--- src/rtl/i3c_tgt_sdr_ccc_responder.sv ---
// I3C target SDR front end: START/Sr/STOP detection, broadcast-address ACK,
// CCC byte capture with odd-parity T-bit check, ENTHDRx entry and HDR Exit detection.
//
// state     | meaning
// IDLE      | bus free or target disabled; waiting for START
// ADDR      | shifting the 8-bit address byte
// ACK_SETUP | broadcast/W matched; waiting for the 8th-bit SCL fall
// ACK       | pulling SDA low through the 9th SCL period
// CCC       | shifting 8 CCC bits plus the T-bit
// WAIT_STOP | ignoring bits until STOP or Sr
// HDR       | in HDR mode; only watching for the HDR Exit pattern
module i3c_tgt_sdr_ccc_responder #(
  parameter logic [6:0] BCAST_ADDR  = 7'h7E,
  parameter int         SYNC_STAGES = 2
) (
  input  logic       i_sdr_clk,
  input  logic       i_sdr_rst_n,
  input  logic       i_tgt_en,
  input  logic       i_scl,
  input  logic       i_sda,
  output logic       o_sda_low,
  output logic       o_ccc_valid,
  output logic [7:0] o_ccc_code,
  output logic       o_parity_err,
  output logic       o_enthdr,
  output logic       o_hdr_mode,
  output logic       o_busy
);

  typedef enum logic [2:0] {
    IDLE, ADDR, ACK_SETUP, ACK, CCC, WAIT_STOP, HDR
  } state_t;

  state_t state, state_d;
  logic [SYNC_STAGES-1:0] scl_sync, sda_sync;
  logic scl_s, sda_s, scl_prev, sda_prev;
  logic scl_rise, scl_fall, sda_rise, sda_fall, start, stop;
  logic [3:0] cnt, cnt_d;
  logic [7:0] sr, sr_d;
  logic ccc_ok_q, ccc_ok_d, par_bad_q, par_bad_d, enthdr_q, enthdr_d;
  logic sda_low_o, ccc_valid_o, parity_err_o, enthdr_o, hdr_mode_o, busy_o;
  logic [7:0] ccc_code_o;

  assign scl_s    = scl_sync[SYNC_STAGES-1];
  assign sda_s    = sda_sync[SYNC_STAGES-1];
  assign scl_rise = scl_s & ~scl_prev;
  assign scl_fall = ~scl_s & scl_prev;
  assign sda_rise = sda_s & ~sda_prev;
  assign sda_fall = ~sda_s & sda_prev;
  // SCL must be stably high across the SDA edge to count as a bus condition
  assign start    = sda_fall & scl_s & scl_prev;
  assign stop     = sda_rise & scl_s & scl_prev;

  always_ff @(posedge i_sdr_clk) begin
    if (!i_sdr_rst_n) begin
      scl_sync     <= '1;
      sda_sync     <= '1;
      scl_prev     <= 1'b1;
      sda_prev     <= 1'b1;
      state        <= IDLE;
      cnt          <= '0;
      sr           <= '0;
      ccc_ok_q     <= 1'b0;
      par_bad_q    <= 1'b0;
      enthdr_q     <= 1'b0;
      o_sda_low    <= 1'b0;
      o_ccc_valid  <= 1'b0;
      o_ccc_code   <= '0;
      o_parity_err <= 1'b0;
      o_enthdr     <= 1'b0;
      o_hdr_mode   <= 1'b0;
      o_busy       <= 1'b0;
    end else begin
      scl_sync     <= {scl_sync[SYNC_STAGES-2:0], i_scl};
      sda_sync     <= {sda_sync[SYNC_STAGES-2:0], i_sda};
      scl_prev     <= scl_s;
      sda_prev     <= sda_s;
      state        <= state_d;
      cnt          <= cnt_d;
      sr           <= sr_d;
      ccc_ok_q     <= ccc_ok_d;
      par_bad_q    <= par_bad_d;
      enthdr_q     <= enthdr_d;
      o_sda_low    <= sda_low_o;
      o_ccc_valid  <= ccc_valid_o;
      o_ccc_code   <= ccc_code_o;
      o_parity_err <= parity_err_o;
      o_enthdr     <= enthdr_o;
      o_hdr_mode   <= hdr_mode_o;
      o_busy       <= busy_o;
    end
  end

  always_comb begin
    state_d   = state;
    cnt_d     = cnt;
    sr_d      = sr;
    ccc_ok_d  = 1'b0;
    par_bad_d = 1'b0;
    enthdr_d  = 1'b0;
    if (!i_tgt_en && state != HDR) begin
      state_d = IDLE;
      cnt_d   = '0;
    end else begin
      case (state)
        IDLE: begin
          if (start) begin
            state_d = ADDR;
            cnt_d   = '0;
          end
        end
        WAIT_STOP: begin
          if (stop) begin
            state_d = IDLE;
          end else if (start) begin
            state_d = ADDR;
            cnt_d   = '0;
          end
        end
        HDR: begin
          // Exit pattern: four SDA falls with no intervening SCL rise
          if (scl_rise) begin
            cnt_d = '0;
          end else if (sda_fall && !scl_s) begin
            if (cnt == 4'd3) begin
              state_d = IDLE;
              cnt_d   = '0;
            end else begin
              cnt_d = cnt + 4'd1;
            end
          end
        end
        default: begin
          if (stop) begin
            state_d = IDLE;
            cnt_d   = '0;
          end else if (start) begin
            state_d = ADDR;
            cnt_d   = '0;
          end else if (state == ADDR && scl_rise) begin
            sr_d = {sr[6:0], sda_s};
            if (cnt == 4'd7) begin
              cnt_d   = '0;
              state_d = ({sr[6:0], sda_s} == {BCAST_ADDR, 1'b0}) ? ACK_SETUP : WAIT_STOP;
            end else begin
              cnt_d = cnt + 4'd1;
            end
          end else if (state == ACK_SETUP && scl_fall) begin
            state_d = ACK;
          end else if (state == ACK && scl_fall) begin
            state_d = CCC;
            cnt_d   = '0;
          end else if (state == CCC && scl_rise) begin
            if (cnt == 4'd8) begin
              cnt_d = '0;
              if (sda_s == ~^sr) begin
                ccc_ok_d = 1'b1;
                if (sr[7:3] == 5'b00100) begin
                  enthdr_d = 1'b1;
                  state_d  = HDR;
                end else begin
                  state_d = WAIT_STOP;
                end
              end else begin
                par_bad_d = 1'b1;
                state_d   = WAIT_STOP;
              end
            end else begin
              sr_d  = {sr[6:0], sda_s};
              cnt_d = cnt + 4'd1;
            end
          end
        end
      endcase
    end
  end

  always_comb begin
    sda_low_o    = (state == ACK) && i_tgt_en;
    ccc_valid_o  = ccc_ok_q;
    ccc_code_o   = ccc_ok_q ? sr : o_ccc_code;
    parity_err_o = par_bad_q;
    enthdr_o     = enthdr_q;
    hdr_mode_o   = (state == HDR);
    busy_o       = (state != IDLE);
  end

endmodule

--- config.mk ---
export PLATFORM = sky130hd
export DESIGN_NAME = i3c_tgt_sdr_ccc_responder
export DESIGN_NICKNAME = d
export VERILOG_FILES = /design/src/rtl/i3c_tgt_sdr_ccc_responder.sv
export SDC_FILE = /design/constraint.sdc
export NUM_CORES = 1
export LEC_CHECK = 0
export BUFFER_PORTS_ARGS = -buffer_cell sky130_fd_sc_hd__buf_2
export CAP_MARGIN = 10
export CORE_UTILIZATION = 39
export DETAILED_ROUTE_END_ITERATION = 10
export PLACE_DENSITY = 0.68
export SYNTH_ARGS = -nofsm -noshare
export SYNTH_HDL_FRONTEND = slang
export SYNTH_SLANG_ARGS = --single-unit
--- constraint.sdc ---
create_clock -name i_sdr_clk -period 2 [get_ports i_sdr_clk]
set_input_delay 0.3 -clock i_sdr_clk [delete_from_list [all_inputs] [get_ports i_sdr_clk]]
set_output_delay 0.3 -clock i_sdr_clk [all_outputs]
set_load 0.1 [all_outputs]
---- Yosys cells after proc, flatten, opt, wreduce, memory -nomap -nowiden ----
Cells that the tools add are included.
word-level totals
  register bits after elaboration ......... 38
  bits of input ports ..................... 5
  output and inout bits ................... 14
operators by class
  add/subtract/negate cells ............... 1
  equal/unequal tests ..................... 23
  muxes and demuxes ....................... 39
  bitwise logic cells ..................... 20
  reductions and logical operators ........ 23
operators with widths
  cell                   count
  $mux W4                13
  $mux W3                15
  $mux W8                5
  $reduce_bool A9 Y1     2
  $reduce_or A13 Y1      1
  $not A1 Y1             12
  $pmux W4 S3            1
  $reduce_or A12 Y1      1
  $ne A2 B2 Y1 const B   5
  $eq A3 B3 Y1 const B   3
  $pmux W3 S3            1
  $and A1 B1 Y1          8
  $eq A8 B8 Y1 const B   1
  $reduce_and A8 Y1      1
  $reduce_bool A8 Y1     1
  $reduce_xnor A8 Y1     1
  $logic_and A1 B1 Y1    7
  $ne A7 B4 Y1 const B   1
  $ne A7 B5 Y1 const B   1
  $eq A3 B2 Y1 const B   2
  $reduce_and A6 Y1      1
  $eq A5 B3 Y1 const B   1
  $add A4 B1 Y4 const B  1
  $eq A4 B2 Y1 const B   1
  16 further kinds       20

---- Longest topological paths before layout ----
Gate-level depths: netlist of the first run.
  depth in word-level cells ............... 11
  gate-level depth with buffers ........... 8

---- Worst setup path after synthesis of the first run ----
No wires, ideal clock.
  kind .................................... register to register
  start point ............................. register cnt[0]
  end point ............................... register cnt[3]
  setup time .............................. 76 ps
  data arrival time ....................... 1817 ps
  data required time ...................... 1924 ps
  setup slack ............................. 107 ps
  stages on the path, launching flop included .. 9
  clock period less this slack ............ 1893 ps
  cell sequence ........................... dfxtp_1 > inv_1 > ha_1 > and3b_1 > o21ai_0 > a31o_2 > and2_4 > or4b_1 > a31oi_1
between the ends
  word-level cells in the longest chain between the ends .. 9
RTL lines
  what                                                  line  RTL
  start: declaration                                    38    logic [3:0] cnt, cnt_d;
  start signal: assignment                              79    cnt <= cnt_d;
  $add A4 B1 Y4 / $eq A4 B4 Y1 (equally long branches)  -
  $mux W4                                               154   if (cnt == 4'd8) begin
  $mux W4                                               153   end else if (state == CCC && scl_rise) begin
  $mux W4                                               150   end else if (state == ACK && scl_fall) begin
  $mux W4                                               148   end else if (state == ACK_SETUP && scl_fall) begin
  $mux W4                                               140   end else if (state == ADDR && scl_rise) begin
  $mux W4                                               137   end else if (start) begin
  $mux W4                                               134   if (stop) begin
  $pmux W4 S3 *                                         105   case (state)
Mark *: on every way between the ends. The rest lies on a longest branch, timed or not. The select of a mux whose other input is x is not followed.
A chain may end at the register's enable or synchronous reset.

---- Worst setup path in the final report of the first run ----
Same ends and word-level chain as after synthesis.

==> results of run 1 <==
[power by group]
group | leakage [nW] | switching (mW) | internal [mW]
clock | 0.0472 | 0.286 | 0.277
sequential | 0.308 | 0.0126 | 0.766
combinational | 0.698 | 0.0945 | 0.0946
total | 1.05 | 0.393 | 1.14
[Yosys cell counts (all sizes together) (3+ instances only)]
cell and instances:
dfxtp 38, nand2b 9, a21oi 9, and2 8, nor3 3, buf 9
nand3b 3, mux2i 16, inv 8, xor2 3, clkbuf 4, nand3 9
o21ai 7, nand2 7, nor2b 21, xnor2 5, nor3b 5, nor2 9
and3 3
[per-stage QoR]
step / hold slack, ns / power [mW] / setup slack [ns]
2_1_floorplan: 0.386 / 0.909 / 0.107
3_3_place_gp: 0.399 / 0.974 / 0.00829
3_5_place_dp: 0.394 / 0.976 / -0.00196
4_1_cts: 0.178 / 1.54 / 0.00531
5_1_grt: 0.174 / 1.60 / -0.0470
6_report: 0.180 / 1.53 / 0.0396
[worst max-delay path, cell delays in order (launching register included)]
cell and delay, ns:
dfxtp_2 0.36, inv_1 0.06, ha_1 0.20, and3b_2 0.25
o21ai_2 0.15, a31o_2 0.18, and2_4 0.14, or4b_1 0.42
a31oi_1 0.13
[cells by family after synthesis]
logic type	after synthesis	synth area share, %
buffers and inverters	21	5.08
adder cells (fa/ha/maj)	2	1.29
AND/OR/NAND/NOR	92	29.1
AO/OA/AOI/OAI	35	12.5
XOR/XNOR	9	4.76
multiplexers	16	8.23
flip-flops	38	39.1
[sequential cells by signal (all words and copies together), names as in the netlist]
| register | count |
|---|---|
| o_hdr_mode | 1 |
| o_enthdr | 1 |
| o_ccc_code | 8 |
| o_sda_low | 1 |
| enthdr_o | 1 |
| cnt | 4 |
| o_parity_err | 1 |
| ccc_ok_q | 1 |
| scl_sync | 2 |
| o_ccc_valid | 1 |
| sda_sync | 2 |
| sr | 8 |
| par_bad_q | 1 |
| state | 3 |
| sda_prev | 1 |
| o_busy | 1 |
| scl_prev | 1 |
[cell usage in the layout (no fill, tap or decap), types with 3 or more instances in the layout]
master     n
nand2_1    7
nand3b_1   3
nand2b_1   9
dfxtp_2    7
dfxtp_1   31
nor3b_1    4
xnor2_1    5
and2_1     5
clkbuf_8   6
nor2b_1   21
nor3_1     3
buf_4     30
a21oi_1    9
nor2_1     9
and3_1     3
xor2_1     3
nand3_1    9
buf_12     3
buf_2     18
inv_1      8
mux2i_1   16
o21ai_0    5
[layout make-up]
cell class | count | area [sq um] | area share (%)
well taps | 67 | 83.8 | 3.40
inverters | 8 | 30.0 | 1.22
clock buffers | 6 | 82.6 | 3.35
repair buffers | 51 | 375 | 15.2
multi-input cells | 154 | 1110 | 45.1
flip-flops and latches | 38 | 769 | 31.2
clock inverters | 2 | 12.5 | 0.507
[routing by layer]
| metal | share of wire (%) | global-route usage (%) | vias up |
|---|---|---|---|
| met3 | 3.5 | 4.14 | 4 |
| met2 | 47 | 29.3 | 40 |
| met4 | 0.74 | 4.58 | 0 |
| met5 | 0 | 0 | - |
| met1 | 48 | 23.0 | 752 |
| li1 | - | - | 833 |
[final timing paths]
path,start,endpoint
max,cnt[0]$_SDFFE_PP0P_,cnt[3]$_SDFFE_PP0P_
min,i_scl,scl_sync[0]$_SDFF_PN1_
max reg2reg,cnt[0]$_SDFFE_PP0P_,cnt[3]$_SDFFE_PP0P_
min reg2reg,scl_sync[0]$_SDFF_PN1_,scl_sync[1]$_SDFF_PN1_
[what timing repair did]
action,in CTS,in global routing
pin swaps,0,2
gates resized for setup,2,13
gates cloned,0,0
endpoints found under the hold margin,0,0
endpoints found under the setup margin,2,7
buffers inserted,0,1
==> reports/qor.txt, run 1 <==
Final Non-Filler Cells = 326
Cell Rows = 25
Distinct cells, synth = 54
layout cells sized above 1 = 30.9%
routed vias = 1,629
Pwr Density = 620 nW/um^2
Yosys top cell area share = 39.1%
Hold Path Stages = 2
Max-Cap Viols = 0
DIE WIDTH = 72.7 microns
vias per cell = 5.00
Tightest Hold Check Type = in2reg
max-slew violations = 0
Crit. End Element = flip-flop
post-layout util = 51.9%
Total GRT Usage = 17.6%
wirelength, routed = 4330 microns
CTS tree = done
average size of a mapped cell = 9.14 sq um
Synth area leader = dfxtp_1
RSZ-0062 raised after global routing = yes
synthesized area = 1950 sq um
Final setup viols = 0
total number of H-tree levels = 2
IO Port Bufs = 18
CTS root buffer = clkbuf_8
First-pass DRT Iterations = 4
Crit Path Category = reg2reg
Residual DRC = 0
placed wire-length estimate = 3110 microns
CP Launch Type = flip-flop
vias in the first global route = 1,530
reg-to-reg slack, setup = 0.04 ns
Die Span Y = 72.7 microns
Final Cycle Share = 98.0%
IR drop worst, VDD = 0.000278 V
first-pass GRT wire length = 7140 microns
Post-CTS Hold Buffers = 0
Clock transition at path regs = 0.09 ns
synth warn = 0
die area = 5280 sq um
Leak = 1.05 nW
Cells after DPL = 317
Hold Fails Final Rpt = 0
Routed Antenna Nets = 0
Finished Cell Area = 2470 sq um
# clock sinks = 38
critical path arrival = 2.18 ns
diode count = 0
Area growth, synth to finish = 26.7%
setup TNS = 0 ns
Top FF cell, synth = dfxtp_1
Syn Nets = 220
I/O pins = 19
average wire per standard cell = 13.3 microns
DP Area = 2330 sq um
CTS Buf Count = 5
Clock Latency Late Sink = 0.30 ns
CP max FO = 5
post-synthesis async set-or-reset flop share = 0%
Max-slew headroom = 67.4%
CTS Buffer Depth = 2
gr ovfl total = 0
initial antenna violation count = 0
Clock Skews = 0.0131 ns
FF+latch count, synth = 38
ranking of synthesized cells by area = dfxtp_1, mux2i_1, nor2b_1, nand2b_1, a21oi_1
Syn Inst Count = 213
largest net degree at the start of global routing = 26
Core Region = 4750 sq um
Reg2Reg Depth = 8
WP data required = 2.22 ns
sequential area share after synthesis = 39.1%
outcome = finished clean
Initial Utilization = 40.9%
Worst-Margin Slew = 0.488 ns
routability cong. = 0.871
DRT iter0 DRCs = 92
fillers = 457
fin crit period = 1.96 ns
Post-synth EDFFs = 0
nets = 265
highest clock rate = 510 MHz
No activity file was read; power rests on OpenSTA's default activity.
==> run 2, diff against run 1 <==
Settings changed: ABC_AREA set to 1, BUFFER_PORTS_ARGS -buffer_cell sky130_fd_sc_hd__buf_2 to -buffer_cell sky130_fd_sc_hd__clkbuf_2.
==> reports/qor.txt, run 2 <==
outcome = finished clean
reg-to-reg slack, setup = 0.23 ns (+0.19 ns)
routability cong. = 0.934 (+7.2%)
crit-path cells = inv_2 > nor2_1 > nand4_1 > o21ai_0 > nand2_1 > inv_1 > o21ai_0 > a21oi_1
FF+latch count, synth = 38 (unchanged)
max-slew violations = 0 (unchanged)
Clock transition at path regs = 0.07 ns (-0.02 ns)
wirelength, routed = 3540 microns (-18%)
synth warn = 0 (unchanged)
Worst-Margin Slew = 0.543 ns (+0.0545 ns)
Synth area leader = dfxtp_1
Syn Nets = 258 (+17%)
DIE WIDTH = 69.2 microns (-4.7%)
Post-synth EDFFs = 0 (unchanged)
setup TNS = 0 ns (unchanged)
first-pass GRT wire length = 6200 microns (-13%)
most frequent cells in the layout = nand2_1, dfxtp_1, inv_1
setup bufs post-CTS = 0 (unchanged)
sequential area share after synthesis = 43.2% (+4.1 points)
fin crit period = 1.77 ns (-0.193 ns)
mux share of post-synthesis cell area = 0% (-8.2 points)
Total GRT Usage = 16.4% (-1.2 points)
Residual DRC = 0 (unchanged)
Leak = 0.946 nW (-10%)
Cell Rows = 24 (-4.0%)
layout cells sized above 1 = 18.7% (-12 points)
synthesized area = 1760 sq um (-9.5%)
CTS root buffer = clkbuf_8
Crit path buffers/inverters = 2 (+1)
vias in the first global route = 1,371 (-10%)
Clock Skews = 0.00793 ns (-0.00512 ns)
biggest regs = o_ccc_code (8), sr (8), cnt (4)
CTS Buffer Depth = 2 (unchanged)
post_cts resized = 0 (-2)
simple-gate portion of the synthesized area = 29.6% (+0.50 points)
Post-CTS Hold Buffers = 0 (unchanged)
WP data required = 2.23 ns (about the same)
commonest non-fill, non-tap cell in the layout = nand2_1
Area growth, synth to finish = 13.8%
largest net degree at the start of global routing = 24 (-7.7%)
top post-synthesis cells by count = nand2_1, dfxtp_1, inv_1
ranking of synthesized cells by area = dfxtp_1, nand2_1, o21ai_0, inv_1, a21oi_1
family with the most delay on the worst path = simple AND/OR/NAND/NOR gates
Initial Utilization = 40.5% (-0.49 points)
Hold Fails Final Rpt = 0 (unchanged)
nets = 279 (+5.3%)
most frequent cell after synthesis = nand2_1
initial antenna violation count = 0 (unchanged)
CP max FO = 14 (+9)
routed vias = 1,559 (-4.3%)
Critical Path Max Stage Delay = 0.36 ns (-0.06 ns)
DRT iter0 DRCs = 100 (+8.7%)
Die Span Y = 69.2 microns (-4.7%)
average size of a mapped cell = 7.02 sq um (-23%)
Syn Inst Count = 251 (+18%)
Crit Path Category = reg2reg
Yosys top cell area share = 43.2% (+4.1 points)
Routed Antenna Nets = 0 (unchanged)
average wire per standard cell = 10.9 microns (-18%)
CP Launch Type = flip-flop
Final Cycle Share = 88.4% (-9.6 points)
Max-Cap Viols = 0 (unchanged)
cell mode on critical path = o21ai_0
placed wire-length estimate = 2650 microns (-15%)
I/O pins = 19 (unchanged)
CTS Buf Count = 5 (unchanged)
diode count = 0 (unchanged)
First-pass DRT Iterations = 4 (unchanged)
IR drop worst, VDD = 0.000369 V (+33%)
highest clock rate = 566 MHz (+11%)
final hold slack = 0.190 ns (+0.0107 ns)
Crit. End Element = flip-flop
Final setup viols = 0 (unchanged)
total number of H-tree levels = 2 (unchanged)
Synth Area in Adders = 1.42% (+0.14 points)
RSZ-0062 raised after global routing = no
Core Region = 4350 sq um (-8.4%)
CTS tree = done
vias per cell = 4.80 (-4.0%)
Distinct cells, synth = 26 (-52%)
Top FF cell, synth = dfxtp_1
Clock Latency Late Sink = 0.30 ns (about the same)
main combinational cell family by area after synthesis = simple AND/OR/NAND/NOR gates
Tightest Hold Check Type = in2reg
Compound-Gate Fraction of Synth Area = 15.9% (+3.4 points)
die area = 4790 sq um (-9.3%)
critical path arrival = 1.99 ns (-0.19 ns)
gr ovfl total = 0 (unchanged)
xor/xnor cell area share of the yosys netlist = 0.497% (-4.3 points)
Pwr Density = 1080 nW/um^2 (+74%)
CP max stage cell = dfxtp_1
Max-slew headroom = 64.0% (-3.4 points)
IO Port Bufs = 18 (unchanged)
# clock sinks = 38 (unchanged)
post-synthesis async set-or-reset flop share = 0% (unchanged)
[run 2: changes by cell type in the layout (fill, tap and decap cells not counted), moves of 19 or more]
cell / before / now
nor2b_1: 21 / 0
inv_1: 8 / 32
nand2_1: 7 / 48
buf_4: 30 / 0
o21ai_0: 5 / 24
nor2_1: 9 / 28
[run 2: cell type report]
cell class	instances	area, sq um
Sequential cell	38	761
Inverter	38	143
Tap cell	52	65.1
Fill cell	435	2350
Clock buffer	8	110
Timing Repair Buffer	18	90.1
Multi-Input combinational cell	171	836
[run 2: per-stage QoR]
| step | utilization, % | power, mW | instance area [sq um] | std cells | setup WS, ns |
|---|---|---|---|---|---|
| 6_report | 46.0 | 2.16 | 2000 | 325 | 0.233 |
| 4_1_cts | 46.0 | 2.17 | 2000 | 325 | 0.243 |
| 3_3_place_gp | 43.5 | 1.56 | 1890 | 317 | 0.255 |
| 2_1_floorplan | - | 1.45 | 1760 | 251 | 0.577 |
| 5_1_grt | 46.0 | 2.32 | 2000 | 325 | 0.0206 |
| 3_5_place_dp | 43.5 | 1.57 | 1890 | 317 | 0.275 |
[run 2: cells by family (layout without fill, tap and decap cells)]
kind of cell,after synthesis,count (layout)
DFF,38,38
xor gates and xnor gates,1,1
buffers and inverters,42,64
and+or+nand+nor,115,115
adders and majority gates,2,2
AOI/OAI and AO/OA,53,53
[run 2: final timing paths]
check,from,endpoint,depth (start not counted)
setup reg to reg,scl_sync[1]$_SDFF_PN1_,sr[2]$_SDFFE_PN0P_,8
hold reg to reg,par_bad_q$_SDFF_PP0_,o_parity_err$_SDFF_PN0_,2
setup / recovery,scl_sync[1]$_SDFF_PN1_,sr[2]$_SDFFE_PN0P_,8
hold / removal,i_sda,sda_sync[0]$_SDFF_PN1_,2
[run 2: where the power goes]
group          leakage (nW)  internal (mW)  total, mW  switching [mW]
Clock                0.0575          0.348      0.609           0.261
Sequential            0.308          0.810      0.864          0.0541
Combinational         0.581          0.210      0.689           0.479
[run 2: routing by layer]
layer	up-vias	GRT usage (%)	share of wire, %
li1	850	-	-
met4	0	9.07	2.5
met2	30	24.8	43
met3	8	4.80	3.6
met1	671	21.0	51
met5	-	0	0
